$ cat src/rtl/csr_pkg.sv
// Shared encodings for the CSR access unit: funct3 op codes, trap causes,
// privilege levels and the sequencing FSM state type.
package csr_pkg;

  localparam logic [2:0] Funct3Csrrw  = 3'b001;
  localparam logic [2:0] Funct3Csrrs  = 3'b010;
  localparam logic [2:0] Funct3Csrrc  = 3'b011;
  localparam logic [2:0] Funct3Csrrwi = 3'b101;
  localparam logic [2:0] Funct3Csrrsi = 3'b110;
  localparam logic [2:0] Funct3Csrrci = 3'b111;

  localparam int unsigned CauseIllegalInst = 2;

  localparam logic [1:0] PrivU = 2'b00;
  localparam logic [1:0] PrivS = 2'b01;
  localparam logic [1:0] PrivM = 2'b11;

  typedef enum logic [2:0] {
    StIdle,
    StRead,
    StWrite,
    StTrap,
    StMret
  } csr_state_e;

endpackage

$ cat src/rtl/csr_alu.sv
// Combinational CSR op decode: write-needed, legality check and the
// read-modify-write result for CSRRW/S/C and their immediate forms.
module csr_alu
  import csr_pkg::*;
#(
  parameter int unsigned DATA_WIDTH = 32
) (
  input  logic [2:0]            funct3,
  input  logic [11:0]           csr_addr,
  input  logic [4:0]            rs1_idx,
  input  logic [DATA_WIDTH-1:0] rs1_val,
  input  logic                  is_mret,
  input  logic [1:0]            priv,
  input  logic [DATA_WIDTH-1:0] old_val,
  output logic                  wr_needed,
  output logic                  illegal,
  output logic [DATA_WIDTH-1:0] new_val
);

  logic [DATA_WIDTH-1:0] src;

  always_comb begin
    // funct3[2] selects the zero-extended rs1 index (zimm) form
    src = funct3[2] ? {{(DATA_WIDTH-5){1'b0}}, rs1_idx} : rs1_val;

    wr_needed = 1'b0;
    new_val   = old_val;
    case (funct3[1:0])
      Funct3Csrrw[1:0]: begin
        wr_needed = 1'b1;
        new_val   = src;
      end
      Funct3Csrrs[1:0]: begin
        wr_needed = (rs1_idx != 5'd0);
        new_val   = old_val | src;
      end
      Funct3Csrrc[1:0]: begin
        wr_needed = (rs1_idx != 5'd0);
        new_val   = old_val & ~src;
      end
      default: begin
        wr_needed = 1'b0;
        new_val   = old_val;
      end
    endcase

    if (is_mret) begin
      illegal = (priv != PrivM);
    end else begin
      illegal = (funct3[1:0] == 2'b00)
             || (priv < csr_addr[9:8])
             || (wr_needed && (csr_addr[11:10] == 2'b11));
    end
  end

endmodule

$ cat src/rtl/csr_access_unit.sv
// Sequences one CSR instruction at a time: read, read-modify-write, illegal
// instruction trap or MRET, with all pulse outputs registered.
module csr_access_unit
  import csr_pkg::*;
#(
  parameter int unsigned DATA_WIDTH    = 32,
  parameter int unsigned ILLEGAL_CAUSE = CauseIllegalInst
) (
  input  logic                  clk,
  input  logic                  rst,
  input  logic                  req_valid,
  output logic                  req_ready,
  input  logic [2:0]            req_funct3,
  input  logic [11:0]           req_csr_addr,
  input  logic [DATA_WIDTH-1:0] req_rs1_val,
  input  logic [4:0]            req_rs1_idx,
  input  logic                  req_is_mret,
  input  logic [1:0]            req_priv,
  input  logic [DATA_WIDTH-1:0] req_pc,
  input  logic [31:0]           req_inst,
  output logic                  rsp_valid,
  output logic [DATA_WIDTH-1:0] rsp_rdata,
  output logic                  rsp_illegal,
  output logic [11:0]           csr_raddr,
  input  logic [DATA_WIDTH-1:0] csr_rdata,
  output logic                  csr_wen,
  output logic [11:0]           csr_waddr,
  output logic [DATA_WIDTH-1:0] csr_wdata,
  output logic                  exception_commit,
  output logic [DATA_WIDTH-1:0] exception_pc,
  output logic [DATA_WIDTH-1:0] exception_cause,
  output logic [DATA_WIDTH-1:0] exception_tval,
  output logic                  mret_commit,
  output logic [1:0]            priv_level,
  input  logic [DATA_WIDTH-1:0] handler_addr,
  input  logic [DATA_WIDTH-1:0] mret_out,
  output logic                  redirect_valid,
  output logic [DATA_WIDTH-1:0] redirect_pc
);

  csr_state_e            state_q;
  logic [2:0]            funct3_q;
  logic [11:0]           addr_q;
  logic [DATA_WIDTH-1:0] rs1_val_q;
  logic [4:0]            rs1_idx_q;
  logic                  is_mret_q;
  logic [1:0]            priv_q;

  logic                  in_idle;
  logic [2:0]            alu_funct3;
  logic [11:0]           alu_addr;
  logic [DATA_WIDTH-1:0] alu_rs1_val;
  logic [4:0]            alu_rs1_idx;
  logic                  alu_is_mret;
  logic [1:0]            alu_priv;
  logic                  wr_needed;
  logic                  illegal;
  logic [DATA_WIDTH-1:0] new_val;

  assign in_idle   = (state_q == StIdle);
  assign req_ready = in_idle;
  assign csr_raddr = addr_q;

  // One ALU serves both phases: legality on the live request in IDLE,
  // RMW on the captured request in READ.
  assign alu_funct3  = in_idle ? req_funct3   : funct3_q;
  assign alu_addr    = in_idle ? req_csr_addr : addr_q;
  assign alu_rs1_val = in_idle ? req_rs1_val  : rs1_val_q;
  assign alu_rs1_idx = in_idle ? req_rs1_idx  : rs1_idx_q;
  assign alu_is_mret = in_idle ? req_is_mret  : is_mret_q;
  assign alu_priv    = in_idle ? req_priv     : priv_q;

  csr_alu #(
    .DATA_WIDTH(DATA_WIDTH)
  ) u_csr_alu (
    .funct3   (alu_funct3),
    .csr_addr (alu_addr),
    .rs1_idx  (alu_rs1_idx),
    .rs1_val  (alu_rs1_val),
    .is_mret  (alu_is_mret),
    .priv     (alu_priv),
    .old_val  (csr_rdata),
    .wr_needed(wr_needed),
    .illegal  (illegal),
    .new_val  (new_val)
  );

  always_ff @(posedge clk) begin
    if (rst) begin
      state_q          <= StIdle;
      funct3_q         <= '0;
      addr_q           <= '0;
      rs1_val_q        <= '0;
      rs1_idx_q        <= '0;
      is_mret_q        <= 1'b0;
      priv_q           <= '0;
      priv_level       <= PrivM;
      rsp_valid        <= 1'b0;
      rsp_rdata        <= '0;
      rsp_illegal      <= 1'b0;
      csr_wen          <= 1'b0;
      csr_waddr        <= '0;
      csr_wdata        <= '0;
      exception_commit <= 1'b0;
      exception_pc     <= '0;
      exception_cause  <= '0;
      exception_tval   <= '0;
      mret_commit      <= 1'b0;
      redirect_valid   <= 1'b0;
      redirect_pc      <= '0;
    end else begin
      // Every output is a single-cycle pulse; clear by default
      rsp_valid        <= 1'b0;
      rsp_rdata        <= '0;
      rsp_illegal      <= 1'b0;
      csr_wen          <= 1'b0;
      csr_waddr        <= '0;
      csr_wdata        <= '0;
      exception_commit <= 1'b0;
      exception_pc     <= '0;
      exception_cause  <= '0;
      exception_tval   <= '0;
      mret_commit      <= 1'b0;
      redirect_valid   <= 1'b0;
      redirect_pc      <= '0;

      unique case (state_q)
        StIdle: begin
          if (req_valid) begin
            funct3_q  <= req_funct3;
            addr_q    <= req_csr_addr;
            rs1_val_q <= req_rs1_val;
            rs1_idx_q <= req_rs1_idx;
            is_mret_q <= req_is_mret;
            priv_q    <= req_priv;
            if (req_is_mret && (req_priv == PrivM)) begin
              state_q        <= StMret;
              mret_commit    <= 1'b1;
              redirect_valid <= 1'b1;
              redirect_pc    <= mret_out;
              rsp_valid      <= 1'b1;
            end else if (illegal) begin
              state_q          <= StTrap;
              exception_commit <= 1'b1;
              exception_pc     <= req_pc;
              exception_cause  <= DATA_WIDTH'(ILLEGAL_CAUSE);
              exception_tval   <= DATA_WIDTH'(req_inst);
              redirect_valid   <= 1'b1;
              redirect_pc      <= handler_addr;
              rsp_valid        <= 1'b1;
              rsp_illegal      <= 1'b1;
            end else begin
              state_q <= StRead;
            end
          end
        end
        StRead: begin
          state_q   <= StWrite;
          csr_wen   <= wr_needed;
          csr_waddr <= addr_q;
          csr_wdata <= new_val;
          rsp_valid <= 1'b1;
          rsp_rdata <= csr_rdata;
        end
        StWrite: begin
          state_q <= StIdle;
        end
        StTrap: begin
          state_q    <= StIdle;
          priv_level <= PrivM;
        end
        StMret: begin
          state_q    <= StIdle;
          priv_level <= PrivU;
        end
        default: begin
          state_q <= StIdle;
        end
      endcase
    end
  end

endmodule

$ cat config.mk
export PLATFORM = sky130hd
export DESIGN_NAME = csr_access_unit
export DESIGN_NICKNAME = d
export VERILOG_FILES = /design/src/rtl/csr_pkg.sv /design/src/rtl/csr_alu.sv /design/src/rtl/csr_access_unit.sv
export SDC_FILE = /design/constraint.sdc
export NUM_CORES = 1
export LEC_CHECK = 0
export ABC_CLOCK_PERIOD_IN_PS = 3100
export CORE_AREA = 2 2 170 172
export DETAILED_ROUTE_END_ITERATION = 10
export DIE_AREA = 0 0 172 174
export PLACE_DENSITY_LB_ADDON = 0.15
export REMOVE_ABC_BUFFERS = 1
export SLEW_MARGIN = 20
export SYNTH_ARGS = -nofsm -noshare
export SYNTH_HDL_FRONTEND = slang
export SYNTH_SLANG_ARGS = --single-unit
$ cat constraint.sdc
create_clock -name clk -period 3.1 [get_ports clk]
set_input_delay 0.62 -clock clk [delete_from_list [all_inputs] [get_ports clk]]
set_output_delay 0.62 -clock clk [all_outputs]
set_load 0.01 [all_outputs]
Word level (Yosys, flattened, before mapping)
Cells that the tools add are included.
Operators by class
  $add $sub $neg: 0
  $mul: 0
  div/mod/pow operators: 0
  order comparisons: 1
  equal/unequal tests: 10
  shift operators: 0
  muxes and demuxes: 23
  bitwise logic cells: 7
  reductions and logical operators: 15
Operators by type and width (number)
  32-bit 2-to-1 mux: 4
  32-bit case mux with 3 select lines: 1
  32-bit AND: 1
  32-bit NOT: 1
  32-bit OR: 1
  12-bit 2-to-1 mux: 1
  3-bit 2-to-1 mux: 3
  2-bit equality test (second input constant): 4
  1-bit 2-to-1 mux: 6
  2-bit 2-to-1 mux: 3
  3-bit case mux with 2 select lines: 1
  2-bit OR reduction: 3
  5-bit 2-to-1 mux: 1
  5-bit nonzero test: 1
  5-bit OR reduction: 1
  2-bit != test (second input constant): 2
  1-bit NOT: 4
  1-bit case mux with 2 select lines: 2
  2-bit case mux with 2 select lines: 1
  4-bit OR reduction: 1
  3-bit by 1-bit equality test with 1-bit output (second input constant): 1
  3-bit by 2-bit equality test with 1-bit output (second input constant): 1
  3-bit equality test (second input constant): 1
  3-bit zero test: 1
  8 further kinds: 10
Storage, ports and cells
  register bits after elaboration: 269
  latch bits: 0
  RAM bits: 0
  ROM bits: 0
  input port bits: 218
  output and inout port bits: 225
  word-level logic and storage cells: 76
  memories kept: 0

Logic depth before layout (Yosys ltp)
  depth after elaboration: 12
  gate-level depth with buffers: 14
  depth with buffers taken out: 8

Cells and area by module
Synthesis repeated with hierarchy kept, for this count alone.
Second synthesis, totals
  cells, all modules: 975
  area, all modules: 9247.6 sq um
By module, submodules not included
  csr_access_unit: times used 1, cells an instance 819, area an instance 8111.5 sq um, seq. area each 4724.5 sq um
  csr_alu: times used 1, cells an instance 156, area an instance 1136.1 sq um, seq. area each 0.0 sq um

Least setup slack after synthesis
Ideal clock, no wire load.
  path kind: flip-flop to flip-flop
  start: register state_q[0]
  end: register exception_pc[10]
  library setup time: 0.147 ns
  arrival: 2.614 ns
  required time: 2.953 ns
  path slack: 0.339 ns
  cell stages (with the launch flop): 13
  buffers on the path: 5
  clock period less this slack: 2.761 ns
  path through: dfxtp_1 > buf_2 > or3_1 > buf_4 > clkbuf_1 > clkbuf_1 > nand2_1 > nand2_1 > ha_1 > clkinv_1 > o21ai_2 > clkbuf_1 > a211oi_2
On the way
  word-level cells in the longest chain between the ends: 10
  elaborated cells on any way between the ends: 23
  classes of those cells: order compare (1); eq/ne (5); mux (7); bitwise (2); reduce/logical (8)
Ends and longest elaborated chain
  start, declared: line csr_access_unit.sv:41  | csr_state_e state_q;
  start signal, assigned: line csr_access_unit.sv:90  | state_q <= StIdle;
  start signal, assigned: line csr_access_unit.sv:137  | state_q <= StMret;
  start signal, assigned: line csr_access_unit.sv:143  | state_q <= StTrap;
  3-bit zero test (*): line csr_access_unit.sv:60, csr_access_unit.sv:127
  3-bit 2-to-1 mux: line csr_access_unit.sv:66  | assign alu_funct3 = in_idle ? req_funct3 : funct3_q;
  2-bit equality test: line csr_alu.sv:28  | case (funct3[1:0])
  2-bit OR reduction (no source line)
  1-bit case mux with 2 select lines: line csr_alu.sv:28
  1-bit logical AND: line csr_alu.sv:52  | || (wr_needed && (csr_addr[11:10] == 2'b11));
  1-bit logical OR: line csr_alu.sv:52
  1-bit 2-to-1 mux: line csr_alu.sv:47  | if (is_mret) begin
  1-bit NOT (no source line)
  5-bit OR reduction (no source line) (*)
  end signal, assigned: line csr_access_unit.sv:145  | exception_pc <= req_pc;
  end, declared: line csr_access_unit.sv:30  | output logic [DATA_WIDTH-1:0] exception_pc,
Every way passes the cells marked *; elsewhere a longest branch is shown, timed or not.
A chain may end at the register's enable or synchronous reset.

Final worst setup path
  start: register state_q[2]
  end: output port req_ready
On the way
  word-level cells in the longest chain between the ends: 1
Ends and longest elaborated chain
  3-bit zero test: line csr_access_unit.sv:60  | assign in_idle = (state_q == StIdle);
  end, declared: line csr_access_unit.sv:12  | output logic req_ready,
No other way between the ends.

==> flow_summary.ini <==
[drt]
drt-vias-per-instance = 5.04
drt_first_pass_iters = 5
wl_per_cell_um = 19.1
drtAntennaViolNets = 0
detailedRoute.firstIterationViolations = 558
drt-total-wl_mm = 34.0
num_vias = 8953
drc = 0

[pwr]
leak_pwr_nw = 5.93
post-layout-total-power_w = 0.00944
cell_area_power_density_nw_per_um2 = 630
ir_worst_vdd_uv = 363

[synthesis]
synth_warnings = 0
synth_area_per_cell_sq_um = 9.71
synth.ff_latch_count = 236
share_of_flip_flops_with_an_asynchronous_set_or_reset = 0
yosysTopAreaCell = dfxtp_1
synth_top_area_share = 0.484
synth_edf_count = 0
yosys_most_used_dff = dfxtp_1
post_synthesis_cell_type_count = 51
synthesis.area_sq_um = 9760
synth.yosys.seq_area_share = 0.484
synthTopCellsByArea = dfxtp_1, a22o_1, nand3b_1, inv_1, a211oi_2
syn-instance-count = 1006

[floorplanning]
dieArea_sq_um = 29900
io_pins = 443
die-width_um = 172
fp-row-count = 62
die_extent_in_y_um = 174
core_area_sq_um = 28200
start_util = 0.346

[timing]
final_number_of_hold_violating_endpoints = 0
hold-worst-slack_ns = 0.475
finalSetupViolCount = 0
grt_setup_unrepaired = no
timing.clock.skew_ns = 0.0144
worst_slew_pin_slew_ns = 0.735
final_period_minus_worst_setup_slack_ns = 2.98
slew_violations = 0
period_share = 0.960
timing.fmax_mhz = 336
timing.max_slew.rel_slack = 0.509

[cts]
quantity_of_hold_fixing_buffers_added_after_cts = 0
worstSkewPairLatency_ns = 0.54
worst_setup_hold_path_clk_slew_ns = 0.06
cts_repair_resize_count = 0
cts_tree = yes
cts_max_path_buffers = 3
postCtsSetupRepairBufs = 0
cts-root-buf = clkbuf_16
clkSinkCount = 236
cts_max_level = 1
cts_made_buffers = 27

[critical_path]
timing_worst_setup_path_type = flip-flop to primary output
maximum_fanout_encountered_on_the_critical_timing_path = 20
arrival_ns = 2.36
timing.reg2reg.setup_slack_ns = 0.47
timing.critical_path.to_type = primary output
worstSetupStartpointType = flip-flop
crit-reg2reg-launch = state_q[2]$_SDFFE_PP0P_
cp.required_ns = 2.48
cp-startpoint = state_q[2]$_SDFFE_PP0P_

[placement]
port_buffers = 411
placed_cells_incl_taps = 1723
dpl-instance-area_sq_um = 14100
gpl.final_weighted_congestion = 0.781
dp_hpwl_mm = 22.8

[cells_and_area]
finalNonFillerCells = 1776
postLayoutCellArea_sq_um = 15000
layout-area-overhead-vs-synth_pct = 53.5
layout-drive-gt1-share = 0.0907
filler_cell_count = 2620
design.final.nets = 1587
layout_common_cells = clkdlybuf4s50_1, dfxtp_1, inv_1
layout.cells.most_common = clkdlybuf4s50_1

[global_routing]
initial_antenna_violation_count = 4
gr-max-usage-layer = met2
grtUsageMet1 = 0.261
grt_first_pass_wirelength_mm = 51.3
all_layer_global_routing_usage = 0.217
vias_in_the_first_global_route = 8810
grt_start_max_net_pins = 69
grt_overflow_total = 0
global_route.usage.met3 = 0.0571
grt_use_met2 = 0.377

[flow_run]
cap_violations = 0

[min_path]
hold_path_startpoint = rs1_val_q[13]$_SDFFE_PP0P_
holdCritPathClass = flip-flop to flip-flop

[status]
outcome = complete, no violations
final cells by class:
type / instances / area [sq um] / area share
antenna: 3 / 7.51 / 0.000501
clock buffer: 38 / 757 / 0.0505
clock inverter: 12 / 116 / 0.00776
inverter: 100 / 378 / 0.0252
multi-input combinational: 565 / 4130 / 0.276
sequential: 236 / 4730 / 0.315
tap: 384 / 480 / 0.0321
timing repair buffer: 438 / 4390 / 0.293
logic make-up after synthesis:
kind of cell,after synthesis,synth area share
muxes,21,0.0250
adders and majority gates,1,0.00128
buffers and inverters,235,0.111
AOI/OAI and AO/OA,289,0.240
xor gates and xnor gates,1,0.00282
DFF,236,0.484
and+or+nand+nor,222,0.136
other,1,0.000384
per-stage QoR:
step                TNS, ns   util  worst slack, ns
floorplan           -274.23      -            -2.74
global placement          0  0.500            0.417
detailed placement        0  0.500            0.350
CTS                       0  0.530           0.0978
global route              0  0.531           0.0736
finish                    0  0.531            0.124
power breakdown:
part           switching, W  total, W  internal [W]
clock               0.00130   0.00316       0.00187
sequential         0.000128   0.00344       0.00331
combinational       0.00168   0.00283       0.00116
routing by layer:
layer / routed length, um / up-vias
met3: 2700 / 48
met2: 16900 / 335
li1: - / 4290
met4: 890 / 2
met1: 13500 / 4278
met5: 13 / -
Yosys cell counts, types with 2 or more instances:
library cell and n:
nand3b_1 54, a31oi_1 28, clkinv_1 2, o211ai_1 33, nor4b_1 33, buf_2 16
and2_1 2, buf_1 8, nand3_1 46, a22o_1 55, o32ai_2 3, a21o_1 27
mux2i_1 11, o22ai_1 27, nor3_1 3, nand2b_1 2, nand2_1 58, buf_4 37
dfxtp_1 236, a21oi_1 8, a2bb2oi_1 2, mux2_4 2, clkbuf_1 69, buf_6 5
mux2_2 6, a211oi_1 37, nor2_1 4, inv_1 97, o32ai_1 2, and3_1 13
a211oi_2 29, o31ai_1 32
sequential cells by signal, summed over array words and instances, names as in the netlist:
name             count
csr_wdata           32
csr_raddr           12
state_q              3
funct3_q             3
rs1_idx_q            5
csr_waddr           12
exception_tval      32
is_mret_q            1
priv_q               2
redirect_pc         32
mret_commit          1
rsp_rdata           32
priv_level           1
redirect_valid       1
rs1_val_q           32
csr_wen              1
rsp_valid            1
exception_cause      1
exception_pc        32
worst max-delay path, cell delays in order, from the launching register on:
cell	delay, ns
dfxtp_1	0.33
or3_2	0.52
inv_4	0.31
clkdlybuf4s50_1	0.65
worst paths after layout:
kind | cells after the start | end
worst max-delay path | 3 | req_ready
worst min-delay path | 1 | rs1_val_q[13]$_SDFFE_PP0P_
worst min register to register | 1 | rs1_val_q[13]$_SDFFE_PP0P_
worst max register to register | 9 | exception_tval[9]$_SDFF_PP0_
(Power assumes the default switching activity.)
